===== config.mk =====
export PLATFORM = sky130hd
export DESIGN_NAME = serializer
export DESIGN_NICKNAME = d
export VERILOG_FILES = /design/src/rtl/serializer.sv
export SDC_FILE = /design/constraint.sdc
export NUM_CORES = 1
export LEC_CHECK = 0
export BUFFER_PORTS_ARGS = -buffer_cell sky130_fd_sc_hd__buf_2
export CAP_MARGIN = 20
export CORE_MARGIN = 3
export CORE_UTILIZATION = 52
export CTS_CLUSTER_SIZE = 20
export DETAILED_ROUTE_END_ITERATION = 10
export HOLD_SLACK_MARGIN = 0.05
export PLACE_DENSITY = 0.77
export SLEW_MARGIN = 20
export SYNTH_ARGS = -nofsm -noshare
export SYNTH_HDL_FRONTEND = slang
export SYNTH_SLANG_ARGS = --single-unit

===== constraint.sdc =====
create_clock -name clk_i -period 2.35 [get_ports clk_i]
set_input_delay 0.235 -clock clk_i [delete_from_list [all_inputs] [get_ports clk_i]]
set_output_delay 0.235 -clock clk_i [all_outputs]
set_load 0.02 [all_outputs]

===== src/rtl/serializer.sv =====
// Parallel-to-serial converter. Takes one WIDTH-bit word and a bit count, then
// shifts the selected bits out MSB first, one per clock, with a valid strobe.
// Handshake: a request (data_val_i=1) is sampled only on an edge where busy_o
// is 0; while busy_o is 1 the request and data_i are ignored. An accepted word
// produces ser_data_val_o=1 for exactly len consecutive cycles starting one
// cycle after the accepting edge, and busy_o mirrors ser_data_val_o.
module serializer #(
  parameter int WIDTH = 16,
  parameter int MOD_W = $clog2(WIDTH)
) (
  input  logic             clk_i,
  input  logic             rst_n_i,
  input  logic [WIDTH-1:0] data_i,
  input  logic [MOD_W-1:0] data_mod_i,
  input  logic             data_val_i,
  output logic             ser_data_o,
  output logic             ser_data_val_o,
  output logic             busy_o
);

  typedef enum logic {
    IDLE = 1'b0,
    SEND = 1'b1
  } state_t;

  state_t           state_q, state_d;
  logic [WIDTH-1:0] shreg_q, shreg_d;
  logic [MOD_W-1:0] cnt_q, cnt_d;

  // Length minus one. data_mod_i==0 means WIDTH, and 0-1 wraps to all ones,
  // which is exactly WIDTH-1 because WIDTH is a power of two.
  logic [MOD_W-1:0] len_m1;
  logic             len_legal;
  logic             accept;

  assign len_m1    = data_mod_i - MOD_W'(1);
  assign len_legal = (data_mod_i != MOD_W'(1)) && (data_mod_i != MOD_W'(2));
  assign accept    = data_val_i && len_legal;

  // State register plus shift register and bit counter.
  always_ff @(posedge clk_i or negedge rst_n_i) begin
    if (!rst_n_i) begin
      state_q <= IDLE;
      shreg_q <= '0;
      cnt_q   <= '0;
    end else begin
      state_q <= state_d;
      shreg_q <= shreg_d;
      cnt_q   <= cnt_d;
    end
  end

  // Next-state logic: load on an accepted request, shift and count while sending.
  always_comb begin
    state_d = state_q;
    shreg_d = shreg_q;
    cnt_d   = cnt_q;
    unique case (state_q)
      IDLE: begin
        if (accept) begin
          state_d = SEND;
          shreg_d = data_i;
          cnt_d   = len_m1;
        end
      end
      SEND: begin
        shreg_d = {shreg_q[WIDTH-2:0], 1'b0};
        if (cnt_q == '0) begin
          state_d = IDLE;
        end else begin
          cnt_d = cnt_q - MOD_W'(1);
        end
      end
      default: begin
        state_d = IDLE;
      end
    endcase
  end

  // Outputs decode straight from flops, so they drop the moment reset asserts
  // and the data line is held at 0 whenever nothing is being sent.
  always_comb begin
    ser_data_val_o = 1'b0;
    ser_data_o     = 1'b0;
    busy_o         = 1'b0;
    if (state_q == SEND) begin
      ser_data_val_o = 1'b1;
      ser_data_o     = shreg_q[WIDTH-1];
      busy_o         = 1'b1;
    end
  end

endmodule


==> flow_metrics.py, run 1 <==
metrics = {
    "grt": {
        "grt_use_total": 0.172,
        "grt_pass1_vias": 835,
        "antenna_found_initial": 0,
        "grt_pass1_wl_mm": 3.48,
        "overflow": 0,
        "grt_max_degree": 40,
    },
    "final_layout": {
        "n_antenna_cell": 0,
        "synthToLayoutAreaGrowth_pct": 14.8,
        "drive_gt1_frac": 0.259,
        "fillers": 162,
        "nets": 164,
        "final_cells": 162,
        "final_util": 0.651,
    },
    "worst_setup_path": {
        "crit_fanout": 4,
        "rr_endpoint": "cnt_q[1]",
        "r2r_cells": 6,
        "worst_ep_required_time_ns": 2.54,
        "path_class": "reg2reg",
        "cp-end-kind": "flop",
        "critPathLaunchType": "flop",
        "cp_data_arrival_time_ns": 2.12,
        "rr_startpoint": "cnt_q[1]",
        "r2r_slack_ns": 0.43,
    },
    "sta": {
        "rsz0062_at_grt": "false",
        "fin_hold_ws_ns": 0.175,
        "hold_viol": 0,
        "layout_setup_ws_ns": 0.426,
        "setup_viol": 0,
        "finClkSkew_ns": 0.00685,
        "period_minus_slack_ns": 1.92,
        "fmax_mhz": 520,
        "slew_headroom": 0.583,
        "drv_slew": 0,
        "fin_setup_tns_ns": 0,
        "worst_slew_pin_slew_ns": 0.618,
        "post-route-period-util": 0.819,
    },
    "pwr": {
        "power_frac_comb": 0.432,
        "leakagePower_nw": 0.678,
        "switching_share": 0.392,
        "power_density_nw_per_um2": 1060,
        "pwr-share-clk": 0.124,
        "pwr-share-seq": 0.444,
        "intPower_mw": 0.849,
        "p_sw_mw": 0.547,
        "vdd_drop_max_mv": 0.773,
    },
    "placed_design": {
        "place_congestion": 0.682,
        "placed_cells": 157,
        "dp_hpwl_mm": 1.52,
        "port_buffers": 25,
        "dp_slack_ns": 0.511,
    },
    "yosys": {
        "yosysWarnings": 0,
        "yosys_register_bits": 21,
        "synth_fp_nets": 138,
        "async_flop_share": 1.00,
        "seq_area_frac_synth": 0.459,
        "syn_avg_cell_area_sq_um": 10.4,
        "netlist-cell-type-count": 25,
        "netlist_area_sq_um": 1150,
        "ys.flop_type": "dfrtp_1",
        "syn_inst": 110,
        "synth_edf_count": 0,
    },
    "cts": {
        "cts_hold_buffers": 1,
        "cts_sinks": 21,
        "cts_repair_resize_count": 0,
        "cts_tree": "built",
        "h-tree-depth": 1,
        "cts_root_buffer": "clkbuf_4",
        "clk_pin_slew_ns": 0.12,
        "cts_setup_buffers": 0,
        "clk_latency_ns": 0.31,
        "cts-buffers-inserted": 3,
        "clk_path_buf_depth": 2,
    },
    "floorplanning": {
        "std_cell_rows": 16,
        "dieArea_sq_um": 2800,
        "die_y_um": 52.9,
        "top_level_ports": 26,
        "die_width_um": 52.9,
        "start_util": 0.567,
        "core_sq_um": 2020,
    },
    "routing": {
        "wirelength_mm": 2.13,
        "via_count": 879,
        "drt_iter0_drc": 25,
        "vias_per_cell": 5.43,
        "route.detailed.drc": 0,
        "firstDrtPassIters": 4,
        "drtAntennaViolNets": 0,
        "wire_per_inst_um": 13.1,
    },
    "flow_run": {
        "drv_cap": 0,
    },
    "min_path": {
        "hold_class": "in2reg",
        "hold-path-endpoint": "shreg_q[0]",
        "min_from": "data_i[0]",
        "holdPathStages": 3,
    },
    "status": {
        "status": "complete, no violations",
    },
}
==> per-stage QoR <==
| step | power (mW) | area (sq um) |
|---|---|---|
| 2_1_floorplan | 1.08 | 1150 |
| 5_1_grt | 1.52 | 1320 |
| 3_3_place_gp | 1.19 | 1280 |
| 6_report | 1.40 | 1320 |
| 4_1_cts | 1.41 | 1320 |
| 3_5_place_dp | 1.23 | 1280 |
==> placed cells by master, fill, tap and decap left out, types with 2 or more instances in the layout <==
cell,Yosys,final
mux2i_1,20,20
a21oi_1,2,2
inv_1,5,5
nor2_1,4,4
nand2_1,15,15
clkbuf_4,0,3
ha_1,5,5
buf_2,0,25
o21ai_1,17,17
dfrtp_1,21,21
buf_4,2,2
==> synth_stat cells, types with 2 or more instances <==
library cell	n	area, sq um
o21ai_1	17	85.1
nand2_1	15	56.3
clkbuf_1	4	15.0
ha_1	5	62.6
dfrtp_1	21	526
nor2_1	4	15.0
a21oi_1	2	10.0
buf_4	2	15.0
inv_1	5	18.8
mux2i_1	20	200
==> critical path: stages (launching register included) <==
cell and delay [ns]:
dfrtp_1 0.42, inv_1 0.12, ha_1 0.17, nor4bb_1 0.57, nand2b_1 0.22, nor2_1 0.05
a221o_1 0.26
==> power by group through the flow <==
| stage | sequential (mW) | clock [mW] | combinational, mW |
|---|---|---|---|
| final | 0.619 | 0.174 | 0.603 |
| after CTS | 0.619 | 0.183 | 0.610 |
| after global placement | 0.614 | 0 | 0.571 |
| after detailed placement | 0.625 | 0 | 0.608 |
| after global routing | 0.636 | 0.192 | 0.690 |
| after floorplan | 0.610 | 0 | 0.470 |
==> cell type report <==
type / count / area [sq um] / area share
Multi-Input combinational cell: 76 / 557 / 0.423
Sequential cell: 21 / 526 / 0.399
Timing Repair Buffer: 28 / 150 / 0.114
Tap cell: 27 / 33.8 / 0.0257
Clock buffer: 3 / 22.5 / 0.0171
Inverter: 6 / 22.5 / 0.0171
Clock inverter: 1 / 5.00 / 0.00380
==> cells by family after synthesis <==
logic type,share of synthesized area
adder cells (fa/ha/maj),0.0546
AND/OR/NAND/NOR,0.0972
XOR/XNOR,0.00764
buffers and inverters,0.0557
flip-flops,0.459
AO/OA/AOI/OAI,0.142
multiplexers,0.184
==> metal layers <==
metal / global-route usage / wire length (um) / vias to the layer above
li1: - / - / 432
met1: 0.206 / 934 / 414
met2: 0.300 / 1050 / 29
met3: 0.0254 / 118 / 4
met4: 0.0766 / 23 / 0
met5: 0 / 0 / -
==> state kept, by name, indices dropped and copies added (netlist names) <==
register  count
shreg_q      16
cnt_q         4
state_q       1
==> worst max path at each step <==
stage	slack, ns	to	cells after the start	start
floorplan	0.73	cnt_q[1]	6	cnt_q[0]
global placement	0.59	shreg_q[6]	8	data_mod_i[0]
detailed placement	0.51	shreg_q[10]	8	data_mod_i[0]
CTS	0.48	cnt_q[1]	6	cnt_q[1]
global route	0.31	cnt_q[1]	6	cnt_q[1]
finish	0.43	cnt_q[1]	6	cnt_q[1]
Note: power is estimated with default switching activity, not from simulation.
==> run 2, diff against run 1 <==
==> constraint.sdc (replaced) <==
create_clock -name clk_i -period 1.9 [get_ports clk_i]
set_input_delay 0.19 -clock clk_i [delete_from_list [all_inputs] [get_ports clk_i]]
set_output_delay 0.19 -clock clk_i [all_outputs]
set_load 0.02 [all_outputs]
==> run 2 against run 1 <==
Compared with the run above:
- clock power rose by 29%
- critical endpoint unchanged
- maximum frequency rose by 14%
- final area is 1.5% higher
==> flow_metrics.py, run 2 (synthesis results as in run 1) <==
metrics = {
    "sta": {
        "setup_viol": 0,
        "slew_headroom": 0.696,
        "fin_hold_ws_ns": 0.135,
        "worst_slew_pin_slew_ns": 0.456,
        "finClkSkew_ns": 0.00482,
        "period_minus_slack_ns": 1.69,
        "hold_viol": 0,
        "drv_slew": 0,
        "fmax_mhz": 593,
        "post-route-period-util": 0.888,
        "fin_setup_tns_ns": 0,
        "rsz0062_at_grt": "false",
    },
    "cts": {
        "cts_hold_buffers": 1,
        "cts_repair_resize_count": 0,
        "clk_pin_slew_ns": 0.12,
        "cts_tree": "built",
        "cts_setup_buffers": 0,
        "clk_latency_ns": 0.32,
        "cts-buffers-inserted": 3,
        "clk_path_buf_depth": 2,
        "cts_root_buffer": "clkbuf_4",
        "h-tree-depth": 1,
        "cts_sinks": 21,
    },
    "floorplanning": {
        "top_level_ports": 26,
        "start_util": 0.567,
        "std_cell_rows": 16,
        "dieArea_sq_um": 2800,
        "core_sq_um": 2020,
        "die_width_um": 52.9,
        "die_y_um": 52.9,
    },
    "pwr": {
        "power_density_nw_per_um2": 1320,
        "vdd_drop_max_mv": 0.828,
        "leakagePower_nw": 0.688,
        "totalPowerFinal_mw": 1.76,
    },
    "worst_setup_path": {
        "crit_fanout": 3,
        "startpoint": "cnt_q[1]",
        "path_class": "reg2reg",
        "cp_data_arrival_time_ns": 1.90,
        "rr_endpoint": "cnt_q[1]",
        "r2r_slack_ns": 0.21,
        "worst_ep_required_time_ns": 2.11,
        "critPathLaunchType": "flop",
        "cp-end-kind": "flop",
        "r2r_cells": 6,
        "rr_startpoint": "cnt_q[1]",
        "endpoint": "cnt_q[1]",
    },
    "placed_design": {
        "placed_cells": 158,
        "place_area_sq_um": 1300,
        "port_buffers": 25,
        "place_congestion": 0.787,
        "dp_hpwl_mm": 1.59,
    },
    "routing": {
        "wire_per_inst_um": 13.6,
        "drtAntennaViolNets": 0,
        "drt_iter0_drc": 20,
        "route.detailed.drc": 0,
        "vias_per_cell": 5.43,
        "wirelength_mm": 2.22,
        "via_count": 885,
        "firstDrtPassIters": 4,
    },
    "final_layout": {
        "drive_gt1_frac": 0.265,
        "synthToLayoutAreaGrowth_pct": 16.6,
        "layout_common_cells": "buf_2 (25), dfrtp_1 (21), mux2i_1 (20), o21ai_1 (17), nand2_1 (15)",
        "reg_top3": "shreg_q: 16 flops, cnt_q: 4 flops, state_q: 1 flops",
        "n_antenna_cell": 0,
        "final_common_cell": "buf_2",
        "final_cells": 163,
        "nets": 165,
        "largest_reg_flops": 16,
        "postLayoutCellArea_sq_um": 1340,
        "regMostFlops": "shreg_q",
    },
    "status": {
        "status": "complete, no violations",
    },
    "grt": {
        "grt_pass1_vias": 861,
        "antenna_found_initial": 0,
        "grt_max_degree": 36,
        "overflow": 0,
        "grt_pass1_wl_mm": 3.84,
        "grt_use_total": 0.188,
    },
    "flow_run": {
        "drv_cap": 0,
    },
    "min_path": {
        "hold_class": "in2reg",
    },
}
## run 2: changes by cell type in the layout (fill, tap and decap cells not counted)
cell / change
buf_12: +1
## run 2: worst min-delay path by stage
stage,startpoint,endpoint,slack (ns),cells after the start
6_report,data_i[2],shreg_q[2],0.14,3
3_5_place_dp,rst_n_i,cnt_q[3],0.17,1
2_1_floorplan,rst_n_i,cnt_q[0],-0.11,0
4_1_cts,data_i[2],shreg_q[2],0.14,3
5_1_grt,data_i[10],shreg_q[10],0.15,3
3_3_place_gp,rst_n_i,shreg_q[15],0.16,1
## run 2: report_power, final
part | switching (mW) | internal [mW] | leakage (nW)
Sequential | 0.139 | 0.644 | 0.268
Clock | 0.146 | 0.0789 | 0.0177
Combinational | 0.416 | 0.340 | 0.402
## run 2: critical path, cell delays in order, from the launching register on
cell      delay [ns]
dfrtp_1         0.43
inv_1           0.12
ha_1            0.18
nor4bb_1        0.36
nand2b_1        0.17
nor2_1          0.04
a221o_1         0.27
## run 2: layer usage
layer,GRT usage,part of all wire
met1,0.237,0.43
met2,0.312,0.49
met3,0.0197,0.046
met4,0.102,0.030
met5,0,0
## run 2: final cells by class
type,count,area (sq um)
Sequential cell,21,526
Multi-Input combinational cell,76,557
Clock inverter,1,5.00
Clock buffer,3,22.5
Inverter,6,22.5
Timing Repair Buffer,29,170
Fill cell,174,686
Tap cell,27,33.8
## run 2: metrics by stage
stage / utilization / worst slack (ns)
after global routing: 0.661 / 0.0784
after global placement: 0.642 / 0.345
after floorplan: - / 0.281
after detailed placement: 0.642 / 0.241
after CTS: 0.661 / 0.214
final: 0.661 / 0.214
==> run 3, diff against run 2 <==
--- a/config.mk
+++ b/config.mk
@@ -8,11 +8,11 @@
 export BUFFER_PORTS_ARGS = -buffer_cell sky130_fd_sc_hd__buf_2
 export CAP_MARGIN = 20
 export CORE_MARGIN = 3
-export CORE_UTILIZATION = 52
+export CORE_UTILIZATION = 56
 export CTS_CLUSTER_SIZE = 20
 export DETAILED_ROUTE_END_ITERATION = 10
 export HOLD_SLACK_MARGIN = 0.05
-export PLACE_DENSITY = 0.77
+export PLACE_DENSITY = 0.94
 export SLEW_MARGIN = 20
 export SYNTH_ARGS = -nofsm -noshare
 export SYNTH_HDL_FRONTEND = slang
==> constraint.sdc (replaced) <==
create_clock -name clk_i -period 2.15 [get_ports clk_i]
set_input_delay 0.215 -clock clk_i [delete_from_list [all_inputs] [get_ports clk_i]]
set_output_delay 0.215 -clock clk_i [all_outputs]
set_load 0.02 [all_outputs]
==> run 3 against run 2 <==
Compared with the run above:
- setup slack better by 0.24 ns
- core utilization is 7.2 points higher
- first-iteration DRC count increased by 30%
- combinational power fell by 7.3%
- final area is essentially flat
- cell count unchanged
- wire length is 7.6% higher
- sequential power fell by 12%
- critical path depth unchanged
- count of clock-buffer cells in the layout is 1 higher
- non-clock buffer count up 2
- critical path type unchanged
==> flow_metrics.py, run 3 (synthesis results as in run 1) <==
metrics = {
    "worst_setup_path": {
        "worst_ep_required_time_ns": 2.35,
        "crit_family": "simple AND/OR/NAND/NOR gates",
        "path_class": "reg2reg",
        "cp_data_arrival_time_ns": 1.90,
        "crit_fanout": 3,
        "cp-end-kind": "flop",
        "slowest_stage": "dfrtp_1",
        "path_buf_inv": 1,
        "cpPeakStageDelay_ns": 0.43,
        "startpoint": "cnt_q[1]",
        "critPathLaunchType": "flop",
        "path_cells": "inv_1 -> ha_1 -> nor4bb_1 -> nand2b_1 -> nor2_1 -> a221o_1",
        "rr_startpoint": "cnt_q[1]",
    },
    "sta": {
        "period_minus_slack_ns": 1.70,
        "slew_headroom": 0.701,
        "fmax_mhz": 588,
        "finClkSkew_ns": 0.00471,
        "drv_slew": 0,
        "worst_slew_pin_slew_ns": 0.449,
        "rsz0062_at_grt": "false",
        "post-route-period-util": 0.791,
        "hold_viol": 0,
        "fin_setup_tns_ns": 0,
        "setup_viol": 0,
        "layout_setup_ws_ns": 0.449,
    },
    "routing": {
        "firstDrtPassIters": 4,
        "via_count": 925,
        "drtAntennaViolNets": 0,
        "wirelength_mm": 2.39,
        "vias_per_cell": 5.67,
        "route.detailed.drc": 0,
        "drt_iter0_drc": 26,
        "wire_per_inst_um": 14.6,
    },
    "pwr": {
        "vdd_drop_max_mv": 0.765,
        "leakagePower_nw": 0.690,
        "switching_share": 0.396,
        "power_density_nw_per_um2": 1180,
        "p_sw_mw": 0.624,
        "intPower_mw": 0.951,
        "power_frac_comb": 0.445,
        "pwr-share-clk": 0.117,
        "pwr-share-seq": 0.438,
    },
    "placed_design": {
        "port_buffers": 25,
        "place_congestion": 0.887,
        "dp_slack_ns": 0.433,
        "dp_hpwl_mm": 1.86,
    },
    "cts": {
        "clk_latency_ns": 0.31,
        "clk_path_buf_depth": 2,
        "cts_sinks": 21,
        "clk_pin_slew_ns": 0.11,
        "cts_tree": "built",
        "cts_root_buffer": "clkbuf_4",
        "cts_setup_buffers": 0,
        "cts-buffers-inserted": 3,
        "cts_repair_resize_count": 0,
        "h-tree-depth": 1,
        "cts_hold_buffers": 1,
    },
    "final_layout": {
        "synthToLayoutAreaGrowth_pct": 16.5,
        "nets": 167,
        "final_common_cell": "buf_2",
        "final_util": 0.733,
        "regMostFlops": "shreg_q",
        "reg_top3": "shreg_q: 16 flops, cnt_q: 4 flops, state_q: 1 flops",
        "n_antenna_cell": 0,
        "layout_common_cells": "buf_2 (25), dfrtp_1 (21), mux2i_1 (20), o21ai_1 (17), nand2_1 (15)",
        "fillers": 134,
        "largest_reg_flops": 16,
        "drive_gt1_frac": 0.268,
    },
    "floorplanning": {
        "std_cell_rows": 15,
        "die_width_um": 51.2,
        "core_sq_um": 1820,
        "dieArea_sq_um": 2630,
        "start_util": 0.630,
        "die_y_um": 51.2,
        "top_level_ports": 26,
    },
    "status": {
        "status": "complete, no violations",
    },
    "grt": {
        "grt_pass1_wl_mm": 4.37,
        "grt_use_total": 0.223,
        "antenna_found_initial": 0,
        "overflow": 0,
        "grt_max_degree": 24,
        "grt_pass1_vias": 996,
    },
    "min_path": {
        "min_from": "data_i[1]",
        "hold_class": "in2reg",
    },
    "flow_run": {
        "drv_cap": 0,
    },
}
[run 3: per-layer routing]
layer	vias to the layer above	track usage	wire length (um)
met2	43	0.369	1270
met3	9	0.0466	160
met1	433	0.270	889
met5	-	0	0
met4	0	0.122	63
li1	440	-	-
[run 3: path summary, 6_finish.rpt]
kind | endpoint | slack (ns) | cells past startpoint
max in group asynchronous | shreg_q[4] | 1.47 | 2
hold reg to reg | shreg_q[14] | 0.50 | 2
setup / recovery | cnt_q[1] | 0.45 | 6
min in group asynchronous | shreg_q[0] | 0.37 | 2
setup reg to reg | cnt_q[1] | 0.45 | 6
hold / removal | shreg_q[1] | 0.17 | 3
[run 3: power groups by stage]
| stage | registers [mW] | logic (mW) | clock network [mW] |
|---|---|---|---|
| after detailed placement | 0.692 | 0.701 | 0 |
| after CTS | 0.687 | 0.704 | 0.196 |
| final | 0.689 | 0.701 | 0.185 |
| after floorplan | 0.667 | 0.513 | 0 |
| after global routing | 0.713 | 0.796 | 0.215 |
| after global placement | 0.679 | 0.634 | 0 |
[run 3: cell type report]
class,instances,area [sq um],area share
sequential,21,526,0.394
tap,25,31.3,0.0234
inverter,6,22.5,0.0169
clock buffer,4,26.3,0.0197
multi-input combinational,76,557,0.417
timing repair buffer,31,173,0.129
[run 3: worst reg2reg max path, cell delays in order (launching register included)]
cell      delay (ns)
dfrtp_1         0.43
inv_1           0.11
ha_1            0.17
nor4bb_1        0.37
nand2b_1        0.19
nor2_1          0.05
a221o_1         0.27
[run 3: metrics by stage]
stage,total power [mW],instance area (sq um),hold slack (ns),std cells
floorplan,1.18,1150,-0.0806,110
global placement,1.31,1300,0.180,158
detailed placement,1.39,1300,0.188,158
CTS,1.59,1340,0.165,163
global route,1.72,1340,0.177,163
finish,1.58,1340,0.173,163
